**src/rtl/puf_resp_uart_tx.sv**
```systemverilog
// puf_resp_uart_tx: captures a PUF challenge/response pair on a done rising edge and sends both bytes over UART.
// Define PUF_TX_PARITY_EN to append an even-parity bit after bit 7 of every frame.
module puf_resp_uart_tx #(
    parameter int CLKS_PER_BIT = 868
) (
    input  logic       clk,
    input  logic       rst_n,
    input  logic       done,
    input  logic [7:0] challenge,
    input  logic [7:0] response,
    output logic       computer_ack,
    output logic       tx,
    output logic       busy,
    output logic       overrun
);
    localparam logic [2:0] S_IDLE   = 3'd0;
    localparam logic [2:0] S_START  = 3'd1;
    localparam logic [2:0] S_DATA   = 3'd2;
`ifdef PUF_TX_PARITY_EN
    localparam logic [2:0] S_PARITY = 3'd3;
`endif
    localparam logic [2:0] S_STOP   = 3'd4;
    localparam logic [2:0] S_ACK    = 3'd5;
    localparam logic [15:0] RELOAD  = 16'(CLKS_PER_BIT - 1);

    logic [2:0]  r_state;
    logic [15:0] r_cnt;
    logic [2:0]  r_idx;
    logic        r_second;
    logic [7:0]  r_chal;
    logic [7:0]  r_resp;
    logic        r_s1;
    logic        r_s2;
    logic        r_s3;
    logic        r_tx;
    logic        r_busy;
    logic        r_ack;
    logic        r_ovr;
    logic        w_rise;
    logic        w_bit_end;
    logic [7:0]  w_byte;

    assign w_rise    = r_s2 & ~r_s3;
    assign w_bit_end = r_cnt == 16'd0;
    assign w_byte    = r_second ? r_resp : r_chal;

    always_ff @(posedge clk or negedge rst_n) begin
        if (!rst_n) begin
            r_state  <= S_IDLE;
            r_cnt    <= 16'd0;
            r_idx    <= 3'd0;
            r_second <= 1'b0;
            r_chal   <= 8'd0;
            r_resp   <= 8'd0;
            r_s1     <= 1'b0;
            r_s2     <= 1'b0;
            r_s3     <= 1'b0;
            r_tx     <= 1'b1;
            r_busy   <= 1'b0;
            r_ack    <= 1'b0;
            r_ovr    <= 1'b0;
        end else begin
            {r_s3, r_s2, r_s1} <= {r_s2, r_s1, done};
            r_ack <= 1'b0;
            // ACK still counts as busy, so an edge landing there is an overrun
            if (w_rise && r_state != S_IDLE) r_ovr <= 1'b1;
            if (r_state != S_IDLE && r_state != S_ACK) r_cnt <= w_bit_end ? RELOAD : r_cnt - 16'd1;
            case (r_state)
                S_IDLE: if (w_rise) begin
                    r_chal   <= challenge;
                    r_resp   <= response;
                    r_second <= 1'b0;
                    r_cnt    <= RELOAD;
                    r_tx     <= 1'b0;
                    r_busy   <= 1'b1;
                    r_state  <= S_START;
                end
                S_START: if (w_bit_end) begin
                    r_state <= S_DATA;
                    r_idx   <= 3'd0;
                    r_tx    <= w_byte[0];
                end
                S_DATA: if (w_bit_end) begin
                    r_idx <= r_idx + 3'd1;
                    if (r_idx == 3'd7) begin
`ifdef PUF_TX_PARITY_EN
                        r_state <= S_PARITY;
                        r_tx    <= ^w_byte;
`else
                        r_state <= S_STOP;
                        r_tx    <= 1'b1;
`endif
                    end else begin
                        r_tx <= w_byte[r_idx + 3'd1];
                    end
                end
`ifdef PUF_TX_PARITY_EN
                S_PARITY: if (w_bit_end) begin
                    r_state <= S_STOP;
                    r_tx    <= 1'b1;
                end
`endif
                S_STOP: if (w_bit_end) begin
                    if (r_second) begin
                        r_state <= S_ACK;
                        r_ack   <= 1'b1;
                    end else begin
                        r_second <= 1'b1;
                        r_state  <= S_START;
                        r_tx     <= 1'b0;
                    end
                end
                S_ACK: begin
                    r_state <= S_IDLE;
                    r_busy  <= 1'b0;
                end
                default: r_state <= S_IDLE;
            endcase
        end
    end

    assign computer_ack = r_ack;
    assign tx           = r_tx;
    assign busy         = r_busy;
    assign overrun      = r_ovr;
endmodule

```
**config.mk**
```make
export PLATFORM = sky130hd
export DESIGN_NAME = puf_resp_uart_tx
export DESIGN_NICKNAME = d
export VERILOG_FILES = /design/src/rtl/puf_resp_uart_tx.sv
export SDC_FILE = /design/constraint.sdc
export NUM_CORES = 1
export LEC_CHECK = 0
export CAP_MARGIN = 25
export CELL_PAD_IN_SITES_DETAIL_PLACEMENT = 2
export CELL_PAD_IN_SITES_GLOBAL_PLACEMENT = 2
export CORE_ASPECT_RATIO = 1.25
export CORE_UTILIZATION = 32
export CTS_CLUSTER_SIZE = 12
export DETAILED_ROUTE_END_ITERATION = 7
export PLACE_DENSITY_LB_ADDON = 0.1
export SLEW_MARGIN = 5
export SYNTH_ARGS = -nofsm -noshare
export SYNTH_HDL_FRONTEND = slang
export SYNTH_SLANG_ARGS = --single-unit
```
**constraint.sdc**
```tcl
create_clock -name clk -period 2.39 [get_ports clk]
set_input_delay 0.239 -clock clk [delete_from_list [all_inputs] [get_ports clk]]
set_output_delay 0.239 -clock clk [all_outputs]
set_load 0.02 [all_outputs]
```
# --- Yosys cells after proc, flatten, opt, wreduce, memory -nomap -nowiden ---
# Index checks and enable logic that the tools add are counted.
# Widths: inputs -> output; s select.
word_totals:
  regBits: 46
  inputBits: 19
  wordCells: 76
classes:
  addsub: 2
  order_cmp: 1
  n_eq_ne: 12
  n_mux: 31
  bitwise_logic: 2
  reduce_logical: 15
op_table:
  columns: ["op", "count"]
  rows:
  - ["$mux 16", 4]
  - ["$mux 3", 8]
  - ["$logic_not 16->1", 1]
  - ["$sub 16x1->16 const B", 1]
  - ["$mux 1", 12]
  - ["$ne 2x2->1 const B", 6]
  - ["$pmux 3 s4", 1]
  - ["$eq 3x3->1 const B", 3]
  - ["$mux 8", 1]
  - ["$pmux 3 s2", 1]
  - ["$reduce_and 3->1", 2]
  - ["$reduce_and 6->1", 1]
  - ["$reduce_bool 2->1", 3]
  - ["$reduce_and 5->1", 1]
  - ["$lt 3x4->1 const B", 1]
  - ["$pmux 1 s2", 2]
  - ["$pmux 1 s4", 1]
  - ["$reduce_and 2->1", 2]
  - ["$reduce_bool 4->1", 1]
  - ["$add 3x1->3 const B", 1]
  - ["$bmux 1 s3", 1]
  - ["$eq 3x1->1 const B", 1]
  - ["$eq 3x2->1 const B", 1]
  - ["$logic_not 3->1", 1]
  - ["5 further kinds", 6]

# --- Logic depth before layout (Yosys ltp) ---
logic_depth:
  word_depth: 6
  depth_mapped: 8
  ltp_nobuf: 7

# --- Worst setup path after synthesis ---
# Ideal clock, no wire load.
synth_timing:
  kind: "reg2reg"
  startpoint: "register r_cnt[8]"
  endpoint: "register r_cnt[4]"
  setup_ps: 141
  arrival_ps: 2241
  t_required_ps: 2249
  setup_slack_ps: 8
  path_stages_with_launch: 8
  n_path_buf: 2
  synth_period_minus_slack_ps: 2382
  cell_sequence: "dfrtp_1 or4_4 or3_1 buf_2 or4_4 o21ai_2 buf_6 a21oi_1"
synth_via:
  elab_chain_len: 5
synth_lines:
  columns: ["element", "line_no", "source"]
  rows:
  - ["start, declared", "27", "logic [15:0] r_cnt;"]
  - ["start signal, assigned", "67", "if (r_state != S_IDLE && r_state != S_ACK) r_cnt <= w_bit_end ? RELOAD : r_cnt - 16'd1;"]
  - ["$logic_not 16->1 *", "44", "assign w_bit_end = r_cnt == 16'd0;"]
  - ["$mux 16 * (2 in series)", "67", null]
  - ["$mux 16", "69", "S_IDLE: if (w_rise) begin"]
  - ["$mux 16 *", "68", "case (r_state)"]
# Mark *: on every way between the ends. The rest lies on a longest branch, timed or not.
# A chain may end at the register's enable or synchronous reset.

# --- Worst setup path after layout ---
layout_timing:
  startpoint: "register r_cnt[8]"
  endpoint: "register r_cnt[9]"
layout_via:
  elab_chain_len: 5
  word_cells_on_any_way: 6
  classes_between: "1 x add/sub; 4 x mux; 1 x reduce/logical"
layout_lines:
  columns: ["element", "line_no"]
  rows:
  - ["$sub 16x1->16 or $logic_not 16->1 (tied branches)", "67, 44"]
  - ["$mux 16 * (2 in series)", "67"]
  - ["$mux 16", "69"]
  - ["$mux 16 *", "68"]
# Marks and branches as above.

==> flow_summary_export.csv <==
group,metric,value,unit
run_status,status,"finished, final reports clean",
clocking,clkLatencyLatePin,300,ps
power,pwr_density_cell,887.8,nW/µm²
finish,utilization,42.20,%
clocking,root_buffer,"clkbuf_8",
logic_synthesis,synthesis.instances,242,
die,fp.dieW,77.16,µm
global_route,grt-ovfl-total,0,
finish,fill_cells,764,
place,place_area,2669,µm²
clocking,cts_tree,"done",
timing,setup_violations,0,
power,power.leakage,1.214,nW
routing,routed_via_density,5.030,
power,vdd_ir_drop_max,0.3394,mV
logic_synthesis,synthArstFlopShare,100.0,%
worst_hold_path,hold_class,"register to register",
logic_synthesis,synth_edf_count,0,
die,core,6689,µm²
finish,finalNetCount,300,
die,fp-row-count,33,
routing,drc,0,
clocking,post_cts_buffers,0,
timing,finalSetupTns,0,ps
global_route,grt_max_degree,21,
timing,finalCritPeriodShare,98.43,%
clocking,path_clk_slew,90,ps
logic_synthesis,synth_nets,264,
timing,hold_viol_final,0,
timing,fmax,425.1,MHz
timing,slew_headroom,57.54,%
clocking,cts.path.max_buffers,2,
logic_synthesis,syn_area_per_cell,9.337,µm²
timing,min_period,2352,ps
worst_hold_path,hold_start,"r_s1",
timing,maxSlewViolCount,0,
die,io_pins,23,
place,io_buffers,22,
logic_synthesis,ys_ff_latch,46,
setup_path,reg2reg_depth,6,
die,initial_core_util,33.78,%
timing,fin_worst_skew,7.783,ps
routing,wl_per_cell,15.89,µm
routing,drt_iter0_markers,34,
finish,antenna_cells,0,
setup_path,cp.arrival,2600,ps
finish,multi_input_area,1061,µm²
worst_hold_path,whs_path_depth,0,
global_route,grt_pass1_wl,10220,µm
setup_path,r2r-end,"r_cnt[9]",
setup_path,worstPathRequired,2640,ps
routing,num_vias,1841,
setup_path,critPathCaptureType,"register",
logic_synthesis,netlist_area,2260,µm²
logic_synthesis,ys_warn_count,0,
setup_path,cp_max_fo,7,
setup_path,r2r_start,"r_cnt[8]",
routing,ant_nets,0,
logic_synthesis,yosysSeqAreaShare,51.00,%
setup_path,critPathKind,"register to register",
finish,areaGrowthSynthToFinish,24.92,%
place,dp.cells,357,
power,power.total,2.506,mW
die,die_h,95.95,µm
routing,wirelength,5817,µm
global_route,antenna_found_initial,0,
routing,drtPass1Iterations,4,
place,place.detailed.hpwl,4415,µm
logic_synthesis,ys.flop_type,"dfrtp_1",
clocking,cts_made_buffers,5,
clocking,h-tree-depth,2,
clocking,numClockSinks,46,
place,place.gp.congestion,0.7556,
die,die_area,7404,µm²
setup_path,start_kind,"register",
finish,seq_area,1152,µm²
run,drv_cap,0,
finish,stdcell_area,2823,µm²
setup_path,timing.reg2reg.setup_slack,40,ps
finish,fin_cells,366,
finish,layout-drive-gt1-share,15.05,%
global_route,grtUsageTotal,18.14,%
timing,worst_pin_slew,634.2,ps
timing,rsz0062_at_grt,"yes",
logic_synthesis,ys_types,39,
worst_hold_path,holdPathEnd,"r_s2",
global_route,first_global_vias,2083,
## per-stage QoR
step           hold WS (ps)  setup WS, ps
6_report              363.3         37.63
5_1_grt               383.3        -21.38
4_1_cts               366.7         35.83
3_5_place_dp          185.0        -44.77
3_3_place_gp          178.8        -48.13
2_1_floorplan        -56.59         7.794
## flip-flops by register name, summed over array words and instances (netlist names)
name / count
r_s1: 1
r_chal: 8
r_state: 3
busy: 1
computer_ack: 1
r_s3: 1
r_idx: 3
r_s2: 1
overrun: 1
r_resp: 8
r_second: 1
tx: 1
r_cnt: 16
## Yosys cell counts, drive strengths merged (3+ instances only)
cell type   n  share of area (%)
nor2       19                3.2
xnor2       7                2.7
or2         4                1.1
xor2        4                1.6
a21oi       9                2.0
inv         5               0.83
nand2      61                 10
or4         4                1.7
clkbuf     11                1.8
a31oi       4                1.1
nor3       11                2.4
o211ai      3                1.0
nand2b      6                1.7
a22o        3                1.2
or3         7                2.2
dfrtp      45                 50
ha          3                1.7
o21ai      10                2.4
mux2i       6                2.7
## report_power, final
part | switching (mW) | internal (mW) | total, mW
clock | 0.263 | 0.313 | 0.576
combinational | 0.341 | 0.349 | 0.690
sequential | 0.192 | 1.05 | 1.24
## kinds of logic after synthesis
family	Yosys count	synth area share (%)
fa+ha+maj	3	1.661
simple gates	121	25.19
mux	9	5.149
flops	46	51.00
compound gates	34	9.358
buf+inv	18	3.377
xor+xnor	11	4.263
## worst max-delay path: stages (launching register included)
cell and delay (ps):
dfrtp_1 390, or4_4 560, or3_4 420, or4_4 460, o21ai_4 200, buf_6 140, or3b_2 120
## routing by layer
layer | global-route usage [%] | part of all wire (%) | vias up
met4 | 5.660 | 1.5 | 0
met1 | 20.31 | 41 | 932
met5 | 0 | 0 | -
met3 | 2.844 | 1.7 | 6
met2 | 35.10 | 56 | 20
li1 | - | - | 883
## cells in the final DEF, fill, tap and decap left out, types with 3 or more instances in the layout
cell type        instances
nor3_1                  11
o21ai_0                  7
a22o_1                   3
ha_1                     3
a21oi_1                  9
clkdlybuf4s50_1         21
nor2_1                  19
mux2i_1                  6
inv_1                    5
clkbuf_8                 5
nand2b_1                 6
dfrtp_1                 45
xor2_1                   4
or3_1                    5
buf_4                   17
or2_2                    3
o211ai_1                 3
xnor2_1                  7
nand2_1                 61
a31oi_1                  4
## final cells by class
| cell class | instances | share of cell area (%) |
|---|---|---|
| Inverter | 5 | 0.6649 |
| Multi-Input combinational cell | 178 | 37.59 |
| Tap cell | 87 | 3.856 |
| Clock inverter | 1 | 1.064 |
| Timing Repair Buffer | 42 | 13.30 |
| Sequential cell | 46 | 40.82 |
| Clock buffer | 7 | 2.704 |
## worst max path at each step
stage / start / to / slack [ps] / cells past startpoint
3_5_place_dp: r_cnt[8] / r_state[2] / -40 / 6
6_report: r_cnt[8] / r_cnt[9] / 40 / 6
4_1_cts: r_cnt[8] / r_state[2] / 40 / 6
5_1_grt: r_cnt[8] / r_cnt[9] / -20 / 6
2_1_floorplan: r_cnt[8] / r_cnt[4] / 8 / 7
3_3_place_gp: r_cnt[8] / computer_ack / -50 / 5
## what timing repair did
| item | CTS | global route |
|---|---|---|
| hold buffers | 1 | 0 |
| cloned | 0 | 0 |
| endpoints found under the hold margin | 11 | 0 |
| pin swaps | 1 | 3 |
| gates resized for setup | 3 | 6 |
| setup endpoints to repair | 18 | 11 |
No activity file was read; power rests on OpenSTA's default activity.
